==> config.mk <==
export PLATFORM = sky130hd
export DESIGN_NAME = pkt_rr_arb_flat
export DESIGN_NICKNAME = d
export VERILOG_FILES = /design/src/rtl/pkt_rr_arb_pkg.sv /design/src/rtl/pkt_rr_arb_if.sv /design/src/rtl/pkt_rr_arb_rr_pick.sv /design/src/rtl/pkt_rr_arb.sv /design/src/flat_wrapper.sv
export SDC_FILE = /design/constraint.sdc
export NUM_CORES = 1
export LEC_CHECK = 0
export CAP_MARGIN = 5
export CORE_AREA = 2 2 175 177
export CTS_CLUSTER_SIZE = 40
export DETAILED_ROUTE_END_ITERATION = 12
export DIE_AREA = 0 0 177 179
export GPL_TIMING_DRIVEN = 0
export SLEW_MARGIN = 30
export SYNTH_ARGS = -nofsm -noshare
export SYNTH_HDL_FRONTEND = slang
export SYNTH_SLANG_ARGS = --single-unit
export TNS_END_PERCENT = 30
==> constraint.sdc <==
create_clock -name clk -period 9.54 [get_ports clk]
set_input_delay 0.954 -clock clk [delete_from_list [all_inputs] [get_ports clk]]
set_output_delay 0.954 -clock clk [all_outputs]
set_load 0.005 [all_outputs]
==> src/rtl/pkt_rr_arb_pkg.sv <==
// pkt_rr_arb_pkg
//   Shared constants and types for the packet round-robin arbiter.
//   W_WORD  : width of one FIFO word
//   SOP_BIT : start-of-packet flag position inside a word
//   EOP_BIT : end-of-packet flag position inside a word
//   state_t : arbiter state (IDLE waits for a SOP head, BUSY owns a packet)
package pkt_rr_arb_pkg;

  localparam int W_WORD  = 80;
  localparam int SOP_BIT = 79;
  localparam int EOP_BIT = 78;

  typedef enum logic {
    IDLE = 1'b0,
    BUSY = 1'b1
  } state_t;

endpackage

==> src/rtl/pkt_rr_arb_if.sv <==
// pkt_rr_arb_if
//   Bundles the upstream FIFO read side and the downstream FIFO write side.
//   in_rdata  : head words of all upstream FIFOs, source i at [i*W +: W]
//   in_empty  : upstream empty flags
//   in_rval   : upstream pop strobes (driven by the arbiter)
//   out_wdata : word written downstream (driven by the arbiter)
//   out_wval  : downstream write strobe (driven by the arbiter)
//   out_full  : downstream full
//   out_afull : downstream almost-full
//   master = arbiter side, slave = FIFO/environment side.
interface pkt_rr_arb_if
  import pkt_rr_arb_pkg::*;
#(
  parameter int N = 4,
  parameter int W = W_WORD
);

  logic [N*W-1:0] in_rdata;
  logic [N-1:0]   in_empty;
  logic [N-1:0]   in_rval;
  logic [W-1:0]   out_wdata;
  logic           out_wval;
  logic           out_full;
  logic           out_afull;

  modport master (
    input  in_rdata, in_empty, out_full, out_afull,
    output in_rval, out_wdata, out_wval
  );

  modport slave (
    output in_rdata, in_empty, out_full, out_afull,
    input  in_rval, out_wdata, out_wval
  );

endinterface

==> src/rtl/pkt_rr_arb_rr_pick.sv <==
// rr_pick
//   Combinational round-robin picker. Scans requests starting one past the
//   pointer and wrapping, so the pointer position itself has lowest priority.
//   i_req   : request vector
//   i_ptr   : index of the most recent winner
//   o_grant : one-hot winner (zero when no request)
//   o_any   : at least one request present
module rr_pick #(
  parameter int N  = 4,
  parameter int PW = (N > 1) ? $clog2(N) : 1
) (
  input  logic [N-1:0]  i_req,
  input  logic [PW-1:0] i_ptr,
  output logic [N-1:0]  o_grant,
  output logic          o_any
);

  logic          w_found;
  logic [PW-1:0] w_idx;

  // First request found walking upward from i_ptr+1 wins.
  always_comb begin
    o_grant = '0;
    w_found = 1'b0;
    w_idx   = '0;
    for (int k = 1; k <= N; k++) begin
      w_idx = PW'((int'(i_ptr) + k) % N);
      if (!w_found && i_req[w_idx]) begin
        o_grant[w_idx] = 1'b1;
        w_found        = 1'b1;
      end
    end
  end

  assign o_any = |i_req;

endmodule

==> src/rtl/pkt_rr_arb.sv <==
// pkt_rr_arb
//   Packet-granular round-robin arbiter draining N upstream FIFOs into one
//   downstream FIFO. A grant is held from SOP to EOP; headless (SOP=0) words
//   seen while idle are discarded and counted.
//   clk, arst_n : clock, asynchronous active-low reset
//   i_en        : allows new grants (a packet in progress always completes)
//   bus         : upstream pops / downstream writes (master modport)
//   o_grant     : one-hot registered packet owner, zero when idle
//   o_busy      : a packet is in progress
//   o_drop_cnt  : saturating count of discarded orphan words
//   o_pkt_cnt   : wrapping count of forwarded EOP words
module pkt_rr_arb
  import pkt_rr_arb_pkg::*;
#(
  parameter int N = 4,
  parameter int W = W_WORD
) (
  input  logic          clk,
  input  logic          arst_n,
  input  logic          i_en,
  pkt_rr_arb_if.master  bus,
  output logic [N-1:0]  o_grant,
  output logic          o_busy,
  output logic [15:0]   o_drop_cnt,
  output logic [15:0]   o_pkt_cnt
);

  localparam int PW = (N > 1) ? $clog2(N) : 1;

  state_t        r_state;
  logic [PW-1:0] r_rrPtr;
  logic [N-1:0]  r_grant;
  logic [W-1:0]  r_wdata;
  logic          r_wval;
  logic [15:0]   r_dropCnt;
  logic [15:0]   r_pktCnt;

  logic          w_space;
  logic [N-1:0]  w_cand;
  logic [N-1:0]  w_orph;
  logic [N-1:0]  w_pickOh;
  logic          w_pickAny;
  logic          w_grantReady;
  logic [N-1:0]  w_pop;
  logic          w_fwd;
  logic          w_drop;
  logic [W-1:0]  w_selWord;
  logic [PW-1:0] w_selIdx;

  // With almost-full set, only write when nothing is already in flight in
  // the output register; that single word always fits in the last slot.
  assign w_space = !bus.out_afull | (!r_wval & !bus.out_full);

  // Classify each upstream head as a packet start or an orphan.
  always_comb begin
    w_cand = '0;
    w_orph = '0;
    for (int i = 0; i < N; i++) begin
      w_cand[i] = !bus.in_empty[i] &  bus.in_rdata[i*W + SOP_BIT];
      w_orph[i] = !bus.in_empty[i] & !bus.in_rdata[i*W + SOP_BIT];
    end
  end

  rr_pick #(.N(N), .PW(PW)) u_pick (
    .i_req   (w_cand),
    .i_ptr   (r_rrPtr),
    .o_grant (w_pickOh),
    .o_any   (w_pickAny)
  );

  assign w_grantReady = |(r_grant & ~bus.in_empty);

  // Pop decision. Orphan discard only happens in IDLE when no grant is
  // issued, and it bypasses both enable and downstream space.
  always_comb begin
    w_pop  = '0;
    w_fwd  = 1'b0;
    w_drop = 1'b0;
    if (r_state == IDLE) begin
      if (i_en && w_space && w_pickAny) begin
        w_pop = w_pickOh;
        w_fwd = 1'b1;
      end else if (|w_orph) begin
        w_pop  = w_orph & ~(w_orph - N'(1));
        w_drop = 1'b1;
      end
    end else if (w_grantReady && w_space) begin
      w_pop = r_grant;
      w_fwd = 1'b1;
    end
  end

  // Mux the popped word and encode its source index.
  always_comb begin
    w_selWord = '0;
    w_selIdx  = '0;
    for (int i = 0; i < N; i++) begin
      if (w_pop[i]) begin
        w_selWord = w_selWord | bus.in_rdata[i*W +: W];
        w_selIdx  = PW'(i);
      end
    end
  end

  // Pops are suppressed while reset is held so the shared FIFOs stay intact.
  assign bus.in_rval = w_pop & {N{arst_n}};

  // State, output stage and counters.
  always_ff @(posedge clk or negedge arst_n) begin
    if (!arst_n) begin
      r_state   <= IDLE;
      r_rrPtr   <= PW'(N - 1);
      r_grant   <= '0;
      r_wdata   <= '0;
      r_wval    <= 1'b0;
      r_dropCnt <= '0;
      r_pktCnt  <= '0;
    end else begin
      r_wval <= w_fwd;
      if (w_fwd) begin
        r_wdata <= w_selWord;
      end
      if (w_drop && (r_dropCnt != 16'hFFFF)) begin
        r_dropCnt <= r_dropCnt + 16'd1;
      end
      case (r_state)
        IDLE: begin
          if (w_fwd) begin
            if (w_selWord[EOP_BIT]) begin
              r_rrPtr  <= w_selIdx;
              r_pktCnt <= r_pktCnt + 16'd1;
            end else begin
              r_state <= BUSY;
              r_grant <= w_pop;
            end
          end
        end
        BUSY: begin
          if (w_fwd && w_selWord[EOP_BIT]) begin
            r_state  <= IDLE;
            r_rrPtr  <= w_selIdx;
            r_grant  <= '0;
            r_pktCnt <= r_pktCnt + 16'd1;
          end
        end
        default: r_state <= IDLE;
      endcase
    end
  end

  assign bus.out_wdata = r_wdata;
  assign bus.out_wval  = r_wval;
  assign o_grant       = r_grant;
  assign o_busy        = (r_state == BUSY);
  assign o_drop_cnt    = r_dropCnt;
  assign o_pkt_cnt     = r_pktCnt;

endmodule
==> src/flat_wrapper.sv <==
// flat-port wrapper written by rule: the top's interface ports become plain ports
module pkt_rr_arb_flat import pkt_rr_arb_pkg::*;
#(
  parameter int N = 4,
  parameter int W = W_WORD
)
  (clk, arst_n, i_en, o_grant, o_busy, o_drop_cnt, o_pkt_cnt, bus_in_rdata, bus_in_empty, bus_out_full, bus_out_afull, bus_in_rval, bus_out_wdata, bus_out_wval);
  pkt_rr_arb_if #(.N(N), .W(W)) bus_i ();
  input  logic clk;
  input  logic arst_n;
  input  logic i_en;
  output logic [N-1:0] o_grant;
  output logic o_busy;
  output logic [15:0] o_drop_cnt;
  output logic [15:0] o_pkt_cnt;
  input wire logic [$bits(bus_i.in_rdata)-1:0] bus_in_rdata;
  input wire logic [$bits(bus_i.in_empty)-1:0] bus_in_empty;
  input wire logic [$bits(bus_i.out_full)-1:0] bus_out_full;
  input wire logic [$bits(bus_i.out_afull)-1:0] bus_out_afull;
  output wire logic [$bits(bus_i.in_rval)-1:0] bus_in_rval;
  output wire logic [$bits(bus_i.out_wdata)-1:0] bus_out_wdata;
  output wire logic [$bits(bus_i.out_wval)-1:0] bus_out_wval;
  assign bus_i.in_rdata = bus_in_rdata;
  assign bus_i.in_empty = bus_in_empty;
  assign bus_i.out_full = bus_out_full;
  assign bus_i.out_afull = bus_out_afull;
  assign bus_in_rval = bus_i.in_rval;
  assign bus_out_wdata = bus_i.out_wdata;
  assign bus_out_wval = bus_i.out_wval;
  pkt_rr_arb #(.N(N), .W(W)) u_core (.clk(clk), .arst_n(arst_n), .i_en(i_en), .bus(bus_i), .o_grant(o_grant), .o_busy(o_busy), .o_drop_cnt(o_drop_cnt), .o_pkt_cnt(o_pkt_cnt));
endmodule
==> results of run 1 <==
worst min-delay path by stage:
stage / from / endpoint / slack (ps) / depth (start not counted)
after detailed placement: u_core.o_pkt_cnt[15] / u_core.o_pkt_cnt[15] / 460 / 1
after global routing: arst_n / u_core.bus.out_wdata[73] / 400 / 1
after floorplan: u_core.o_pkt_cnt[15] / u_core.o_pkt_cnt[15] / 460 / 1
after global placement: u_core.o_pkt_cnt[15] / u_core.o_pkt_cnt[15] / 460 / 1
final: arst_n / u_core.bus.out_wdata[69] / 410 / 1
after CTS: arst_n / u_core.bus.out_wdata[69] / 390 / 1
routing by layer:
layer,part of all wire,GRT usage
met4,0.025,0.06818
met1,0.41,0.2347
met5,0,0
met3,0.070,0.04898
met2,0.50,0.3228
cell type report:
class                   instances  area (µm²)  share of cell area
repair buffers                452        4564              0.3721
multi-input cells             509        3314              0.2702
flip-flops and latches        120        3005              0.2450
well taps                     396       495.5             0.04039
clock buffers                  19       452.9             0.03692
plain buffers                  57       237.7             0.01938
clock inverters                13       170.2             0.01387
inverters                       7       26.28            0.002142
cell usage in the layout (no fill, tap or decap), types with 6 or more instances in the layout:
cell type and n:
clkbuf_16 17, clkbuf_1 43, nor4_1 6, xor2_1 12
nand3_1 13, nor2_1 93, a21oi_1 164, a222oi_1 79
nor2b_1 7, buf_2 6, nand2_1 19, clkdlybuf4s50_1 449
dfrtp_1 118, xnor2_1 17, o21ai_0 7, ha_1 10
nand4_1 11, and3_1 6
sequential cells by signal, indices dropped and copies added, names as in the netlist, named ones only:
signal                count
u_core.bus.out_wdata     80
u_core.r_rrPtr            2
u_core.o_drop_cnt        16
u_core.o_grant            4
u_core.o_pkt_cnt         16
u_core.bus.out_wval       1
logic make-up after synthesis:
kind of cell | after synthesis
AOI/OAI and AO/OA | 280
and+or+nand+nor | 185
DFF | 120
buffers and inverters | 64
xor gates and xnor gates | 29
adders and majority gates | 10
muxes | 5
power groups by stage:
stage,registers [W],clock network [W],logic (W)
after CTS,0.000856,0.000710,0.00146
after detailed placement,0.000860,0,0.00145
after global routing,0.000885,0.000732,0.00158
after floorplan,0.000865,0,0.000619
after global placement,0.000853,0,0.00143
final,0.000855,0.000687,0.00144
worst register-to-register path, stage by stage (launching register included):
cell       delay (ps)
dfstp_2           570
buf_4             180
inv_2              90
ha_1              390
mux4_2            390
nor2_1            390
a2111oi_2         160
a32oi_1           270
clkbuf_1          750
clkbuf_1          510
a222oi_1          260
a21oi_1           170
per-stage QoR:
stage	total power, W	hold slack [ps]	worst slack (ps)
6_report	0.002979	406.4	3288
5_1_grt	0.003199	402.4	2974
4_1_cts	0.003022	392.8	3286
3_5_place_dp	0.002311	464.8	3312
3_3_place_gp	0.002287	460.3	1632
2_1_floorplan	0.001484	464.7	5530
==> summary.md, run 1 <==
| Metric | Value |
|---|---|
| Status | `completed` |
| Post-synthesis sequential area ratio | `0.4567` |
| Post-synth EDFFs | `0` |
| Switching share of power | `0.3607` |
| Main synth FF type | `dfrtp_1` |
| Synth cell count leaders | `a21oi_1, dfrtp_1, nor2_1` |
| RR Endpoint | `u_core.bus.out_wdata[36]` |
| Die Ht | `179 µm` |
| Num CTS Buffers | `17` |
| Std-Cell Rows | `64` |
| Sw Pwr | `0.001074 W` |
| CP Buf/Inv Count | `4` |
| Adder-Cell Fraction of Synth Area | `0.01902` |
| Worst Skew | `15.92 ps` |
| DR vias | `7768` |
| Die X | `about 180 µm` |
| Filler Cell Count | `2980` |
| Worst Setup Path Type | `in -> out` |
| Initial Util | `0.2191` |
| Fin cells | `1573` |
| Sequential share of power | `0.287` |
| Unrepaired setup endpoints after global routing | `no` |
| Crit path launch type | `input pin` |
| Syn Nets | `1032` |
| Root buffer cell | `clkbuf_16` |
| Diodes inserted | `0` |
| Layout cells sized above 1 | `0.05438` |
| Max-Cap Viols | `0` |
| Critical path arrival | `5300 ps` |
| Antenna viol nets, final | `0` |
| Final instance area | `12270 µm²` |
| TritonCTS Sinks | `120` |
| Flop2flop setup slack | `roughly 5400 ps` |
| DP Cell Count | `1541` |
| Reg-to-Reg Start | `u_core.r_rrPtr[0]` |
| CORE AREA | `30030 µm²` |
| Avg Inst Size Synth | `9.495 µm²` |
| Int Power | `0.001904 W` |
| Post-synthesis register bit count | `120` |
| Clock power frac | `0.231` |
| Via density | `4.938` |
| Pwr dens | `between 200 and 250 nW/µm²` |
| Critical Path End | `bus_in_rval[2]` |
| Delay-heaviest family, CP | `buffers and inverters` |
| Critical path launch point | `bus_in_rdata[319]` |
| CTS Hold Bufs | `0` |
| Crit end category | `output pin` |
| GRT Total Usage | `0.1909` |
| Period utilisation layout | `0.6553` |
| Routed WL | `between 30 and 40 mm` |
| Total gr overflow | `0` |
| Fin Setup TNS | `0 ps` |
| Mux contribution to synthesized area | `0.01179` |
| Cts repair resizes | `0` |
| Port bufs | `450` |
| Worst Path Required | `approximately 8600 ps` |
| WL per Instance | `19.97 µm` |
| Initial drt markers | `approximately 800` |
| Layout area overhead | `86.42%` |
| Synth unique cells | `65` |
| Post-synthesis compound-gate area fraction | `0.2959` |
| Dominant cell type by area after synthesis | `dfrtp_1` |
| Die Area | `31680 µm²` |
| Crit path max fanout | `10` |
| Power share of the combinational group | `0.482` |
| Max VDD drop | `0.1022 mV` |
| DRC errors left | `0` |
| Ys Warns | `0` |
| CTS HTree Levels | `4` |
| Critical-path top delay cell | `a2111oi_0` |
| CTS clk-pin slew, worst paths | `60 ps` |
| Reg2Reg Depth | `11` |
| Fmax | `around 160 MHz` |
| Relative slew slack | `0.3600` |
| Clock period minus worst slack | `6252 ps` |
| Util after Layout | `0.4085` |
| Area share of the largest cell type after synthesis | `0.4488` |
| Synth Instances | `693` |
| Largest family of logic cells by synthesized area | `compound AO/OA/AOI/OAI gates` |
| Synth area leaders | `dfrtp_1, a21oi_1, a222oi_1` |
| First-pass GRT wire length | `45.57 mm` |
| Vias in the first global route | `7723` |
| Endpoints failing setup | `0` |
| Nets | `~1500` |
| I/O pin count | `451` |
| Clock Latency Late Sink | `420 ps` |
| Post-Syn Area | `roughly 6600 µm²` |
| Final hold vios | `0` |
| Final HPWL DP | `24.65 mm` |
| Initial antenna violation count | `0` |
| CTS tree | `done` |
| First drt pass iteration count | `10` |
| Worst path depth | `10` |
| CP peak stage delay | `approximately 830 ps` |
| Synth async-reset ratio | `1.000` |
| Simple-gate area share of the yosys netlist | `0.1380` |
| Slew Viols, Final | `0` |
| Static Leak | `4.747 nW` |
| XOR/XNOR Fraction of Synth Area | `0.03860` |
| Most frequent cell after synthesis | `a21oi_1` |
| Cell Chain, Critical Path | `clkdlybuf4s50_1, nor2b_1, nand3_1, a2111oi_0, o21ai_0, a32oi_1, clkbuf_1, clkbuf_1, and2_1, clkdlybuf4s50_1` |
| Max clock buf depth | `2` |
| Maximum number of pins on one net before global-route repair | `47` |
| Placed inst area | `~12000 µm²` |
| GPL Wtd Cong | `between 0.8 and 0.9` |
| Hold Path Class | `in -> async` |
| Least-Margin Pin Slew | `959.9 ps` |
| Postcts setup bufs | `0` |
Power figures use the tool's default switching activity.
==> run 2: changes to the inputs <==
Clock period 9.54 ns to 5.3 ns, I/O delays scaled along.
==> run 2 against run 1 <==
Effect of this change:
- critical path depth grew 1
- critical path type is now reg -> out
- clock-buffer cell count is the same
- sequential share of layout area is essentially flat
- core utilization is essentially flat
- die area is the same
- first-iteration DRC count grew 0.88%
- largest cell class unchanged
- critical endpoint is now bus_in_rval[3]
==> summary.md, run 2 (synthesis results as in run 1) <==
| Metric | Value |
|---|---|
| Status | `completed` |
| Fin Setup TNS | `0 ps (unchanged)` |
| Flop2flop setup slack | `1260 ps (-4100 ps)` |
| Worst Skew | `16.02 ps (+0.09860 ps)` |
| Sequential share of power | `0.287 (about the same)` |
| Die X | `177 µm (unchanged)` |
| Clock power frac | `0.231 (about the same)` |
| Unrepaired setup endpoints after global routing | `no` |
| Int Power | `0.003429 W (+80%)` |
| GPL Wtd Cong | `0.8624 (unchanged)` |
| WL per Instance | `20.02 µm (+0.25%)` |
| Die Ht | `179 µm (unchanged)` |
| Vias in the first global route | `7737 (+0.18%)` |
| DRC errors left | `0 (unchanged)` |
| Switching share of power | `0.3609 (about the same)` |
| First-pass GRT wire length | `45.62 mm (about the same)` |
| Crit path max fanout | `10 (unchanged)` |
| Final HPWL DP | `24.65 mm (unchanged)` |
| Sw Pwr | `0.001937 W (+80%)` |
| Worst Setup Path Type | `reg -> out` |
| Worst slack, placed | `-80.33 ps (-3392 ps)` |
| Initial antenna violation count | `0 (unchanged)` |
| Clock period minus worst slack | `5022 ps` |
| Slew Viols, Final | `0 (unchanged)` |
| Max clock buf depth | `2 (unchanged)` |
| Least-Margin Pin Slew | `823.2 ps (-136.7 ps)` |
| CTS clk-pin slew, worst paths | `60 ps (about the same)` |
| Pwr dens | `436.9 nW/µm² (+80%)` |
| Most common cell after layout, fill and taps aside | `clkdlybuf4s50_1` |
| Filler Cell Count | `2984 (+0.13%)` |
| CTS HTree Levels | `4 (unchanged)` |
| Critical path arrival | `4490 ps (-810 ps)` |
| Endpoints failing setup | `0 (unchanged)` |
| Crit end category | `output pin` |
| Reg2Reg Depth | `13 (+2)` |
| Antenna viol nets, final | `0 (unchanged)` |
| Max-Cap Viols | `0 (unchanged)` |
| CTS tree | `done` |
| Diodes inserted | `0 (unchanged)` |
| Reg-to-Reg Start | `u_core.r_rrPtr[0]` |
| Most frequent cells in the layout | `clkdlybuf4s50_1, a21oi_1, dfrtp_1, nor2_1, a222oi_1` |
| Clock Latency Late Sink | `420 ps (about the same)` |
| DP Cell Count | `1541 (unchanged)` |
| Via density | `4.953 (+0.30%)` |
| Hold EP | `u_core.o_pkt_cnt[15]` |
| Max VDD drop | `0.1840 mV (+80%)` |
| Initial Util | `0.2191 (unchanged)` |
| Layout cells sized above 1 | `0.05518 (+0.0008027)` |
| Area occupied by multi-input gates | `3317 µm² (about the same)` |
| Static Leak | `4.755 nW (+0.17%)` |
| RR Endpoint | `u_core.o_grant[2]` |
| Hold Path Depth | `1` |
| Worst Path Required | `4770 ps (-3820 ps)` |
| Initial drt markers | `804 (+0.88%)` |
| Crit path launch type | `flip-flop` |
| Fin cells | `1574 (+0.064%)` |
| Port bufs | `450 (unchanged)` |
| Util after Layout | `0.4090 (+0.0004580)` |
| Routed WL | `31.51 mm (+0.32%)` |
| Final WS setup | `277.9 ps (-3010 ps)` |
| Max FFs per register | `80 (unchanged)` |
| Period utilisation layout | `0.9476` |
| Total gr overflow | `0 (unchanged)` |
| GRT Total Usage | `0.1911 (about the same)` |
| Std-Cell Rows | `64 (unchanged)` |
| Num CTS Buffers | `17 (unchanged)` |
| Nets | `1504 (+0.067%)` |
| Final hold vios | `0 (unchanged)` |
| Maximum number of pins on one net before global-route repair | `47 (unchanged)` |
| Die Area | `31680 µm² (unchanged)` |
| Worst hold start | `u_core.o_pkt_cnt[15]` |
| Final Power | `0.005366 W (+80%)` |
| DR vias | `7796 (+0.36%)` |
| Fmax | `199.1 MHz` |
| TritonCTS Sinks | `120 (unchanged)` |
| Power share of the combinational group | `0.483 (about the same)` |
| CORE AREA | `30030 µm² (unchanged)` |
| Relative slew slack | `0.4512 (+0.09113)` |
| Hold Path Class | `reg -> reg` |
| Register area | `3005 µm² (unchanged)` |
| Layout area overhead | `86.63%` |
| Root buffer cell | `clkbuf_16` |
| I/O pin count | `451 (unchanged)` |
| First drt pass iteration count | `6 (-4)` |
==> run 2: changes by cell type in the layout (fill, tap and decap cells not counted) <==
| cell | delta |
|---|---|
| clkbuf_1 | -1 |
| a2111oi_0 | -2 |
| dlygate4sd3_1 | +1 |
| clkbuf_2 | +1 |
| a2111oi_1 | +2 |
==> run 2: how the worst max path moves through the flow <==
stage                           start        endpoint  slack, ps  depth (start not counted)
detailed placement  bus_in_rdata[319]  bus_in_rval[2]        -80                         10
global placement               arst_n  bus_in_rval[1]      -1760                          3
floorplan           u_core.r_rrPtr[0]  bus_in_rval[0]       1870                         11
global route        u_core.r_rrPtr[0]  bus_in_rval[2]         30                         11
finish              u_core.r_rrPtr[0]  bus_in_rval[3]        280                         11
CTS                 bus_in_rdata[319]  bus_in_rval[3]        180                         10
==> run 2: power groups by stage <==
| stage | clock (W) | sequential (W) | combinational, W |
|---|---|---|---|
| finish | 0.00124 | 0.00154 | 0.00259 |
| global route | 0.00132 | 0.00159 | 0.00285 |
| CTS | 0.00128 | 0.00154 | 0.00262 |
| detailed placement | 0 | 0.00155 | 0.00261 |
| global placement | 0 | 0.00154 | 0.00258 |
| floorplan | 0 | 0.00156 | 0.00111 |
==> run 2: critical path, cell delays in order (launching register included) <==
cell,delay [ps]
dfstp_2,570
buf_4,180
inv_2,90
ha_1,390
mux4_2,390
nor2_1,390
a2111oi_4,140
a31oi_1,240
clkbuf_2,440
clkbuf_1,540
and2_1,210
clkdlybuf4s50_1,500
==> run 2: cell type report <==
cell class | instances | area share
Timing Repair Buffer | 453 | 0.3725
Multi-Input combinational cell | 509 | 0.2701
Sequential cell | 120 | 0.2447
Tap cell | 396 | 0.04035
Clock buffer | 19 | 0.03688
Buffer | 57 | 0.01946
Clock inverter | 13 | 0.01386
Inverter | 7 | 0.002140
==> run 2: timing repair <==
item,4_1_cts,5_1_grt
resized for setup,1,2
setup endpoints to repair,1,2
setup buffers,0,0
hold endpoints to repair,32,0
cloned,0,0
hold buffers,1,0
==> run 2: stage by stage <==
stage          area [µm²]  hold WS (ps)
2_1_floorplan        6580         234.4
3_3_place_gp        11580         460.3
3_5_place_dp        11640         424.3
4_1_cts             12280         480.4
5_1_grt             12280         502.5
6_report            12280         477.6
==> run 2: layer usage <==
layer	part of all wire	GRT usage	vias to the layer above
li1	-	-	3650
met1	0.41	0.2347	3766
met2	0.50	0.3233	338
met3	0.069	0.04898	42
met4	0.026	0.06818	0
met5	0	0	-
